==> config.mk <==
export PLATFORM = sky130hd
export DESIGN_NAME = buffer_shift_sequencer
export DESIGN_NICKNAME = d
export VERILOG_FILES = /design/src/rtl/buffer_shift_sequencer.sv
export SDC_FILE = /design/constraint.sdc
export NUM_CORES = 1
export LEC_CHECK = 0
export ABC_AREA = 1
export CELL_PAD_IN_SITES_DETAIL_PLACEMENT = 2
export CELL_PAD_IN_SITES_GLOBAL_PLACEMENT = 2
export CORE_UTILIZATION = 29
export CTS_BUF_LIST = sky130_fd_sc_hd__clkbuf_4
export DETAILED_ROUTE_END_ITERATION = 12
export PLACE_DENSITY = 0.77
export SLEW_MARGIN = 20
export SYNTH_ARGS = -nofsm -noshare
export SYNTH_HDL_FRONTEND = slang
export SYNTH_SLANG_ARGS = --single-unit
==> constraint.sdc <==
create_clock -name i_clk -period 1.8 [get_ports i_clk]
set_input_delay 0.36 -clock i_clk [delete_from_list [all_inputs] [get_ports i_clk]]
set_output_delay 0.36 -clock i_clk [all_outputs]
set_load 0.005 [all_outputs]
==> src/rtl/buffer_shift_sequencer.sv <==
// Per-job controller for the buffer shift register array: paces the upstream
// word stream, issues the shift control codes, and drives the column mux
// selects, zero mask and the output-valid flag.
module buffer_shift_sequencer #(
  parameter int unsigned X_MAC      = 4,
  parameter int unsigned MUXCONTROL = 4,
  parameter int unsigned WCNT_W     = 8,
  parameter int unsigned OUT_LAT    = 2
) (
  input  logic                    i_clk,
  input  logic                    i_rst,
  input  logic                    i_cmd_valid,
  output logic                    o_cmd_ready,
  input  logic                    i_cmd_pad,
  input  logic [WCNT_W-1:0]       i_cmd_words,
  input  logic [X_MAC*2-1:0]      i_cmd_mux,
  input  logic [X_MAC-1:0]        i_cmd_zero,
  input  logic                    i_din_valid,
  output logic                    o_din_ready,
  output logic [MUXCONTROL-1:0]   o_control,
  output logic [X_MAC*2-1:0]      o_buffermux,
  output logic [X_MAC-1:0]        o_iszero,
  output logic                    o_out_valid,
  output logic                    o_job_done
);

  localparam logic [MUXCONTROL-1:0] CodePadInit1  = MUXCONTROL'(0);
  localparam logic [MUXCONTROL-1:0] CodePadUinit1 = MUXCONTROL'(2);
  localparam logic [MUXCONTROL-1:0] CodePadUinit2 = MUXCONTROL'(3);
  localparam logic [MUXCONTROL-1:0] CodeUpdInit1  = MUXCONTROL'(4);
  localparam logic [MUXCONTROL-1:0] CodeUpdUinit1 = MUXCONTROL'(6);
  localparam logic [MUXCONTROL-1:0] CodeUpdUinit2 = MUXCONTROL'(7);
  localparam logic [MUXCONTROL-1:0] CodePadEnd3   = MUXCONTROL'(8);
  localparam logic [MUXCONTROL-1:0] CodePadEnd4   = MUXCONTROL'(9);
  // No case in the array matches this code, so its registers hold.
  localparam logic [MUXCONTROL-1:0] CodeHold      = '1;

  typedef enum logic [2:0] {
    StIdle,
    StInit,
    StLo,
    StHi,
    StEndA,
    StEndB,
    StDone
  } state_e;

  state_e                r_state;
  state_e                w_state_d;
  logic                  r_pad;
  logic [WCNT_W-1:0]     r_remain;
  logic [WCNT_W-1:0]     w_remain_d;
  logic [X_MAC*2-1:0]    r_mux;
  logic [X_MAC-1:0]      r_zero;
  logic [MUXCONTROL-1:0] r_control;
  logic [MUXCONTROL-1:0] w_code;
  logic                  w_ready;
  logic                  w_done;
  logic                  w_latch;
  // Valid tag aligned with o_control, then OUT_LAT further stages.
  logic                  r_tag;
  logic [OUT_LAT-1:0]    r_vpipe;
  // Job-active history; keeps the mask applied while the tail drains.
  logic [OUT_LAT:0]      r_busy;
  logic                  w_zone;
  logic [X_MAC*2-1:0]    r_buffermux;
  logic [X_MAC-1:0]      r_iszero;
  logic                  r_job_done;

  // Next-state, code selection and upstream handshake.
  always_comb begin
    w_state_d  = r_state;
    w_remain_d = r_remain;
    w_code     = CodeHold;
    w_ready    = 1'b0;
    w_done     = 1'b0;
    w_latch    = 1'b0;
    unique case (r_state)
      StIdle: begin
        if (i_cmd_valid) begin
          w_latch = 1'b1;
          if (i_cmd_words == '0) begin
            w_state_d = StDone;
          end else begin
            w_state_d  = StInit;
            w_remain_d = i_cmd_words - 1'b1;
          end
        end
      end
      StInit: begin
        if (i_din_valid) begin
          w_code  = r_pad ? CodePadInit1 : CodeUpdInit1;
          w_ready = 1'b1;
          if (r_remain != '0) w_state_d = StLo;
          else                w_state_d = r_pad ? StEndA : StDone;
        end
      end
      StLo: begin
        if (i_din_valid) begin
          w_code    = r_pad ? CodePadUinit1 : CodeUpdUinit1;
          w_state_d = StHi;
        end
      end
      StHi: begin
        // Word was already seen valid in LO and is still held upstream.
        w_code     = r_pad ? CodePadUinit2 : CodeUpdUinit2;
        w_ready    = 1'b1;
        w_remain_d = r_remain - 1'b1;
        if (r_remain == WCNT_W'(1)) w_state_d = r_pad ? StEndA : StDone;
        else                        w_state_d = StLo;
      end
      StEndA: begin
        w_code    = CodePadEnd4;
        w_state_d = StEndB;
      end
      StEndB: begin
        w_code    = CodePadEnd3;
        w_state_d = StDone;
      end
      StDone: begin
        w_done    = 1'b1;
        w_state_d = StIdle;
      end
      default: w_state_d = StIdle;
    endcase
  end

  assign w_zone = |r_busy;

  // State, job latches, registered code and the aligned side-band pipelines.
  always_ff @(posedge i_clk) begin
    if (i_rst) begin
      r_state     <= StIdle;
      r_pad       <= 1'b0;
      r_remain    <= '0;
      r_mux       <= '0;
      r_zero      <= '0;
      r_control   <= CodeHold;
      r_tag       <= 1'b0;
      r_vpipe     <= '0;
      r_busy      <= '0;
      r_buffermux <= '0;
      r_iszero    <= '1;
      r_job_done  <= 1'b0;
    end else begin
      r_state   <= w_state_d;
      r_remain  <= w_remain_d;
      if (w_latch) begin
        r_pad  <= i_cmd_pad;
        r_mux  <= i_cmd_mux;
        r_zero <= i_cmd_zero;
      end
      r_control  <= w_code;
      r_tag      <= (w_code != CodeHold);
      r_vpipe[0] <= r_tag;
      for (int i = 1; i < int'(OUT_LAT); i++) r_vpipe[i] <= r_vpipe[i-1];
      r_busy[0]  <= (r_state != StIdle);
      for (int i = 1; i <= int'(OUT_LAT); i++) r_busy[i] <= r_busy[i-1];
      // One cycle behind o_control so selects meet data at the mux stage.
      r_buffermux <= w_zone ? r_mux : '0;
      r_iszero    <= w_zone ? r_zero : '1;
      r_job_done  <= w_done;
    end
  end

  assign o_cmd_ready = (r_state == StIdle);
  // A word held across a reset cycle must not be consumed.
  assign o_din_ready = w_ready & ~i_rst;
  assign o_control   = r_control;
  assign o_buffermux = r_buffermux;
  assign o_iszero    = r_iszero;
  assign o_out_valid = r_vpipe[OUT_LAT-1];
  assign o_job_done  = r_job_done;

endmodule

==> summary.md, run 1 <==
| Metric | Value |
|---|---|
| Dominant cell type by area after synthesis | dfxtp_1 |
| Half-perimeter wire length after detailed placement | 4.80 mm |
| I/O pin total | 45 |
| Root cell of the clock tree | clkbuf_4 |
| Run status | completed |
| Fmax | 0.578 GHz |
| Sink count of the clock tree | 47 |
| Pre-Repair DR Iteration Count | 4 |
| Pin count of the biggest net entering global routing | 26 |
| Clock buffer count from CTS | 5 |
| Peak supply drop | 0.593 mV |
| Destination of the worst register-to-register timing path | r_remain[1] |
| CTS tree | done |
| Start point of the worst min-delay path | r_tag |
| Final cell count without fillers | 445 |
| WP data arrival | 1370 ps |
| DRT Wirelength | 6.33 mm |
| Warnings, synthesis | 0 |
| Antenna diodes | 0 |
| Leading cell types by total area after synthesis | dfxtp_1, nand2_1, inv_1 |
| Worst R2R Setup Slack | 180 ps |
| Sequential Area | 945 µm² |
| First-pass GRT wire length | 10.5 mm |
| Area share of the leading cell type in the synthesized netlist | 0.454 |
| Total Die Area | 7490 µm² |
| Max Transition Viols Final | 0 |
| Area of the multi-input gates | 917 µm² |
| Leak | 1.20 nW |
| Worst hold path endpoint | r_vpipe[0] |
| Biggest fanout along the worst timing path | 4 |
| Worst Setup Path Type | flop to primary output |
| Detailed router's first-iteration violation count | 23 |
| Kind of launch point of the worst setup path | flop |
| Worst-case clock skew | 14.5 ps |
| Final worst slack | 68.8 ps |
| Total global routing overflow | 0 |
| Post-synthesis sequential area ratio | 0.454 |
| Max-capacitance violation count | 0 |
| Routability congestion estimate from global placement | 0.855 |
| Via count | 2066 |
| Detailed-route vias per instance | 4.64 |
| Flip-flop and latch count after synthesis | 47 |
| Dominant combinational cell family by area after synthesis | simple AND/OR/NAND/NOR gates |
| Power density over cell area | 1370 nW/µm² |
| Number of buffers inserted by port buffering | 44 |
| Distinct cells, synth | 24 |
| FILL cells | 817 |
| Die X | 86.5 µm |
| Setup_tns | 0 ps |
| Detailed-route DRC error count | 0 |
| Setup slack at placement | -146 ps |
| Worst path required time | 1440 ps |
| ANT nets after route | 0 |
| Hold path cells | 2 |
| Starting utilization of the core area | 0.303 |
| Capturing element type of the critical path | primary output |
| Standard-cell row count | 30 |
| Hold Violations, Final | 0 |
| Share of the clock period used by the worst path | 0.962 |
| Source of the worst register-to-register timing path | r_state[1] |
| Synthesized area per cell | 7.35 µm² |
| Post-Synthesis Cell Area | 2070 µm² |
| Number of buffers on the longest clock path | 2 |
| Fraction of layout instances using a drive strength above 1 | 0.143 |
| Number of buffers added to fix hold violations after cts | 0 |
| Clk Latency, worst-skew pair | 390 ps |
| Crit path time final | 1730 ps |
| Proportion of synthesized area in mux cells | 0 |
| H-tree levels | 2 |
| Clock slew at the register clock pins of the worst setup and hold paths | 160 ps |
| Number of cells in the design after placement | 435 |
| Setup repair after global routing missed its margin | false |
| Gate Count Post-Synth | 282 |
| Final net count | 378 |
| Adder-Cell Fraction of Synth Area | 0.0302 |
| Layout Area Growth over Synthesis | 37.6% |
| Overall power after layout | 3.92 mW |
| Die Span Y | 86.5 µm |
| Antenna violations before repair | 0 |
| Overall Global Routing Usage | 0.185 |
| Number of cell instances on the worst register-to-register path | 11 |
| Min-delay worst type | flop to flop |
| Complex-gate fraction of the synthesized area | 0.149 |
| Floorplan core area | 6830 µm² |
| Post-DR wirelength/cell | 14.2 µm |
| Via count of the first global-routing pass | 2225 |
| Xor/xnor cell area share of the yosys netlist | 0.00845 |
| Number of failing setup endpoints in the final timing report | 0 |
| Mapped Nets | 312 |
| Hold slack final | 419 ps |
| Area share of and/or/nand/nor cells after synthesis | 0.252 |
| Headroom to the max-slew limit | 0.790 |
| Pin slew with the least headroom to its limit | 312 ps |
==> flip-flops by register name, summed over array words and instances (netlist names) <==
| name | flops |
|---|---|
| o_iszero | 4 |
| r_mux | 8 |
| o_buffermux | 8 |
| r_state | 3 |
| r_vpipe | 2 |
| r_remain | 8 |
| r_pad | 1 |
| r_tag | 1 |
| r_busy | 3 |
| r_zero | 4 |
| o_control | 4 |
| o_job_done | 1 |
==> metrics by stage <==
stage	cell area, µm²	util
4_1_cts	2850	0.418
6_report	2850	0.417
5_1_grt	2850	0.417
3_5_place_dp	2750	0.402
3_3_place_gp	2750	0.402
2_1_floorplan	2070	-
==> layout by cell type (no fill, tap or decap), types with 2 or more instances in the layout <==
| cell type | n |
|---|---|
| a21oi_1 | 26 |
| a21oi_2 | 2 |
| buf_4 | 23 |
| clkbuf_4 | 5 |
| clkdlybuf4s50_1 | 42 |
| dfxtp_1 | 46 |
| ha_1 | 5 |
| inv_1 | 40 |
| inv_2 | 3 |
| nand2_1 | 42 |
| nand2_2 | 4 |
| nand3_1 | 20 |
| nand4_1 | 3 |
| nor2_1 | 37 |
| nor2_4 | 2 |
| nor3_1 | 5 |
| o21ai_0 | 28 |
| xor2_1 | 2 |
==> final cells by class <==
type                    instances  share of cell area
flip-flops and latches         47               0.331
multi-input cells             182               0.322
repair buffers                 68               0.217
inverters                      44              0.0588
well taps                      96              0.0421
clock inverters                 3              0.0162
clock buffers                   5              0.0132
==> cell families after synthesis <==
family | after synthesis
AO/OA/AOI/OAI | 59
AND/OR/NAND/NOR | 116
buffers and inverters | 53
XOR/XNOR | 2
flip-flops | 47
adder cells (fa/ha/maj) | 5
==> power by group <==
group / internal, mW / switching, mW
Sequential: 1.33 / 0.144
Clock: 0.297 / 0.379
Combinational: 0.746 / 1.02
Total: 2.37 / 1.55
==> worst max-delay path by stage <==
| stage | startpoint | cells after the start | end |
|---|---|---|---|
| after global routing | r_state[1] | 6 | o_din_ready |
| after detailed placement | i_cmd_words[0] | 11 | r_remain[6] |
| after CTS | r_state[1] | 6 | o_din_ready |
| final | r_state[1] | 5 | o_cmd_ready |
| after global placement | i_cmd_words[0] | 11 | r_remain[6] |
| after floorplan | i_cmd_words[0] | 10 | r_remain[2] |
==> what timing repair did <==
item / in CTS / in global routing
setup buffers: 2 / 0
setup endpoints to repair: 2 / 1
resized for setup: 8 / 2
pin swaps: 1 / 1
==> critical path: stages (launching register included) <==
cell and delay (ps):
dfxtp_4 380, inv_2 60, buf_4 110, nand2_4 70
nor2_8 120, dlygate4sd2_1 230
==> routing by layer <==
layer	global-route usage	routed length [µm]	up-vias
met2	0.358	3420	29
met1	0.207	2670	997
met4	0.0545	76	0
li1	-	-	1032
met5	0	0	-
met3	0.0305	158	8
==> cell usage after synthesis <==
library cell,instances
a21oi_1,27
a21oi_2,1
a31oi_1,1
buf_2,3
buf_6,2
clkbuf_1,4
dfxtp_1,47
ha_1,5
inv_1,40
inv_2,3
inv_4,1
nand2_1,42
nand2_2,4
nand2_4,1
nand3_1,20
nand4_1,3
nor2_1,38
nor2_4,2
nor2_8,1
nor3_1,5
o21ai_0,28
o21ai_2,1
o311ai_0,1
xor2_1,2
No activity file was read; power rests on OpenSTA's default activity.
==> run 2, diff against run 1 <==
--- a/config.mk
+++ b/config.mk
@@ -11,8 +11,7 @@
 export CORE_UTILIZATION = 29
 export CTS_BUF_LIST = sky130_fd_sc_hd__clkbuf_4
 export DETAILED_ROUTE_END_ITERATION = 12
-export PLACE_DENSITY = 0.77
-export SLEW_MARGIN = 20
+export PLACE_DENSITY_LB_ADDON = 0.1
 export SYNTH_ARGS = -nofsm -noshare
 export SYNTH_HDL_FRONTEND = slang
 export SYNTH_SLANG_ARGS = --single-unit
==> summary.md, run 2 (synthesis gave the netlist of run 1 again) <==
| Metric | Value |
|---|---|
| Max-capacitance violation count | 0 (unchanged) |
| Clock slew at the register clock pins of the worst setup and hold paths | 150 ps (about the same) |
| Run status | completed |
| WP data arrival | 1330 ps (-40 ps) |
| Destination of the worst register-to-register timing path | r_remain[0] |
| Worst Setup Path Type | flop to primary output |
| Capture point of the worst path | o_cmd_ready |
| Cell-internal power | 2.37 mW (about the same) |
| Leading cell types in the layout, fill and taps excluded | dfxtp_1, clkdlybuf4s50_1, nand2_1, inv_1, nor2_1 |
| Pre-Repair DR Iteration Count | 4 (unchanged) |
| Leak | 1.20 nW (-0.43%) |
| Standard-cell row count | 30 (unchanged) |
| Detailed-route vias per instance | 4.54 (-2.2%) |
| CTS tree | done |
| Min-delay worst type | flop to flop |
| Number of failing setup endpoints in the final timing report | 0 (unchanged) |
| Headroom to the max-slew limit | 0.812 (+0.0228) |
| Net switching power of the design | 1.51 mW (-2.6%) |
| Proportion of power drawn by combinational gates | 0.450 (about the same) |
| Pin slew with the least headroom to its limit | 278 ps (-33.7 ps) |
| Via count of the first global-routing pass | 2179 (-2.1%) |
| Number of buffers added to fix hold violations after cts | 0 (unchanged) |
| Root cell of the clock tree | clkbuf_4 |
| Fmax | 0.592 GHz (+2.5%) |
| Floorplan core area | 6830 µm² (unchanged) |
| Launching instance or port of the critical path | r_state[1] |
| Pin count of the biggest net entering global routing | 26 (unchanged) |
| Clock buffer count from CTS | 5 (unchanged) |
| Final worst slack | 111 ps (+42.5 ps) |
| Sink count of the clock tree | 47 (unchanged) |
| H-tree levels | 2 (unchanged) |
| First-pass GRT wire length | 10.2 mm (-3.3%) |
| ANT nets after route | 0 (unchanged) |
| Most frequent standard cell in the layout excluding fill and tap cells | dfxtp_1 |
| Setup_tns | 0 ps (unchanged) |
| Antenna diodes | 0 (unchanged) |
| Hold Violations, Final | 0 (unchanged) |
| Total global routing overflow | 0 (unchanged) |
| Worst-case clock skew | 8.36 ps (-6.09 ps) |
| Hold path cells | 2 (unchanged) |
| Starting utilization of the core area | 0.303 (unchanged) |
| Detailed-route DRC error count | 0 (unchanged) |
| Number of buffers on the longest clock path | 2 (unchanged) |
| Power density over cell area | 1370 nW/µm² (-0.59%) |
| Total Die Area | 7490 µm² (unchanged) |
| FILL cells | 815 (-0.24%) |
| Share of the clock period used by the worst path | 0.938 (-0.0236) |
| Worst R2R Setup Slack | 180 ps (about the same) |
| Die Span Y | 86.5 µm (unchanged) |
| Post-DR wirelength/cell | 13.5 µm (-5.4%) |
| Final net count | 377 (-0.26%) |
| Detailed router's first-iteration violation count | 51 (+120%) |
| Relative contribution of the clock network to total power | 0.171 (about the same) |
| Crit path time final | 1690 ps (-42.5 ps) |
| Clk Latency, worst-skew pair | 360 ps (-30 ps) |
| Number of buffers inserted by port buffering | 44 (unchanged) |
| Max Transition Viols Final | 0 (unchanged) |
| Kind of launch point of the worst setup path | flop |
| Peak supply drop | 0.436 mV (-26%) |
| Layout Area Growth over Synthesis | 37.1% |
| Overall Global Routing Usage | 0.176 (-0.00942) |
| Fraction of layout instances using a drive strength above 1 | 0.144 (+0.000412) |
| Start point of the worst min-delay path | r_tag |
| Worst path required time | 1440 ps (about the same) |
| Antenna violations before repair | 0 (unchanged) |
| Setup slack at placement | -160 ps (-13.8 ps) |
| Setup repair after global routing missed its margin | false |
| Source of the worst register-to-register timing path | r_state[1] |
| I/O pin total | 45 (unchanged) |
| DRT Wirelength | 5.97 mm (-5.6%) |
| Die X | 86.5 µm (unchanged) |
| Routability congestion estimate from global placement | 0.865 (+1.1%) |
| Half-perimeter wire length after detailed placement | 4.65 mm (-3.1%) |
| Capturing element type of the critical path | primary output |
| Overall power after layout | 3.88 mW (-0.98%) |
| Via count | 2016 (-2.4%) |
| Switch share | 0.388 (-0.00630) |
| Part of the power in registers | 0.378 (+0.002) |
| Number of cell instances on the worst register-to-register path | 11 (unchanged) |
| Biggest fanout along the worst timing path | 4 (unchanged) |
[run 2: cell types whose count changed in the layout (fill, tap and decap cells not counted)]
cell	previous run	this run
a21oi_2	2	1
nand2_1	42	41
a21oi_1	26	27
nand2_2	4	5
dfxtp_1	46	45
buf_6	1	0
dfxtp_2	0	1
[run 2: worst min path at each step]
stage | to | slack [ps]
final | r_vpipe[0] | 410
after global routing | r_vpipe[0] | 430
after CTS | r_vpipe[0] | 420
after detailed placement | r_vpipe[0] | 400
after global placement | r_vpipe[1] | 390
after floorplan | r_vpipe[0] | 390
[run 2: what timing repair did]
action                     in CTS  in global routing
buffers inserted                2                  0
setup endpoints to repair       2                  1
gates resized for setup         9                  1
pin swaps                       1                  1
[run 2: power groups by stage]
stage	logic, mW	clock network, mW	registers [mW]
after floorplan	1.05	0	1.46
after global placement	1.67	0	1.48
after detailed placement	1.72	0	1.49
after CTS	1.78	0.694	1.47
after global routing	2.00	0.734	1.50
final	1.75	0.665	1.47
[run 2: area by class of cell]
type                       count  area [µm²]  share of cell area
clock buffer                   5        37.5              0.0132
clock inverter                 3        46.3              0.0163
inverter                      44         168              0.0590
multi-input combinational    182         916               0.322
sequential                    47         946               0.333
tap                           96         120              0.0423
timing repair buffer          67         607               0.214
[run 2: metal layers]
layer	vias up	global-route usage	wire length [µm]
met5	-	0	0
met3	7	0.0324	162
met1	955	0.211	2690
li1	1028	-	-
met2	26	0.320	3050
met4	0	0.0500	68
[run 2: stage by stage]
stage	cells	hold WS (ps)	utilization	area, µm²
final	444	411	0.416	2840
after CTS	444	416	0.415	2840
after floorplan	282	388	-	2070
after global placement	434	393	0.401	2740
after detailed placement	434	400	0.401	2740
after global routing	444	432	0.416	2840
[run 2: critical path, cell delays in order (launching register included)]
cell           delay [ps]
dfxtp_4               380
inv_2                  60
buf_4                 120
nand2_4                70
nor2_8                110
dlygate4sd2_1         230
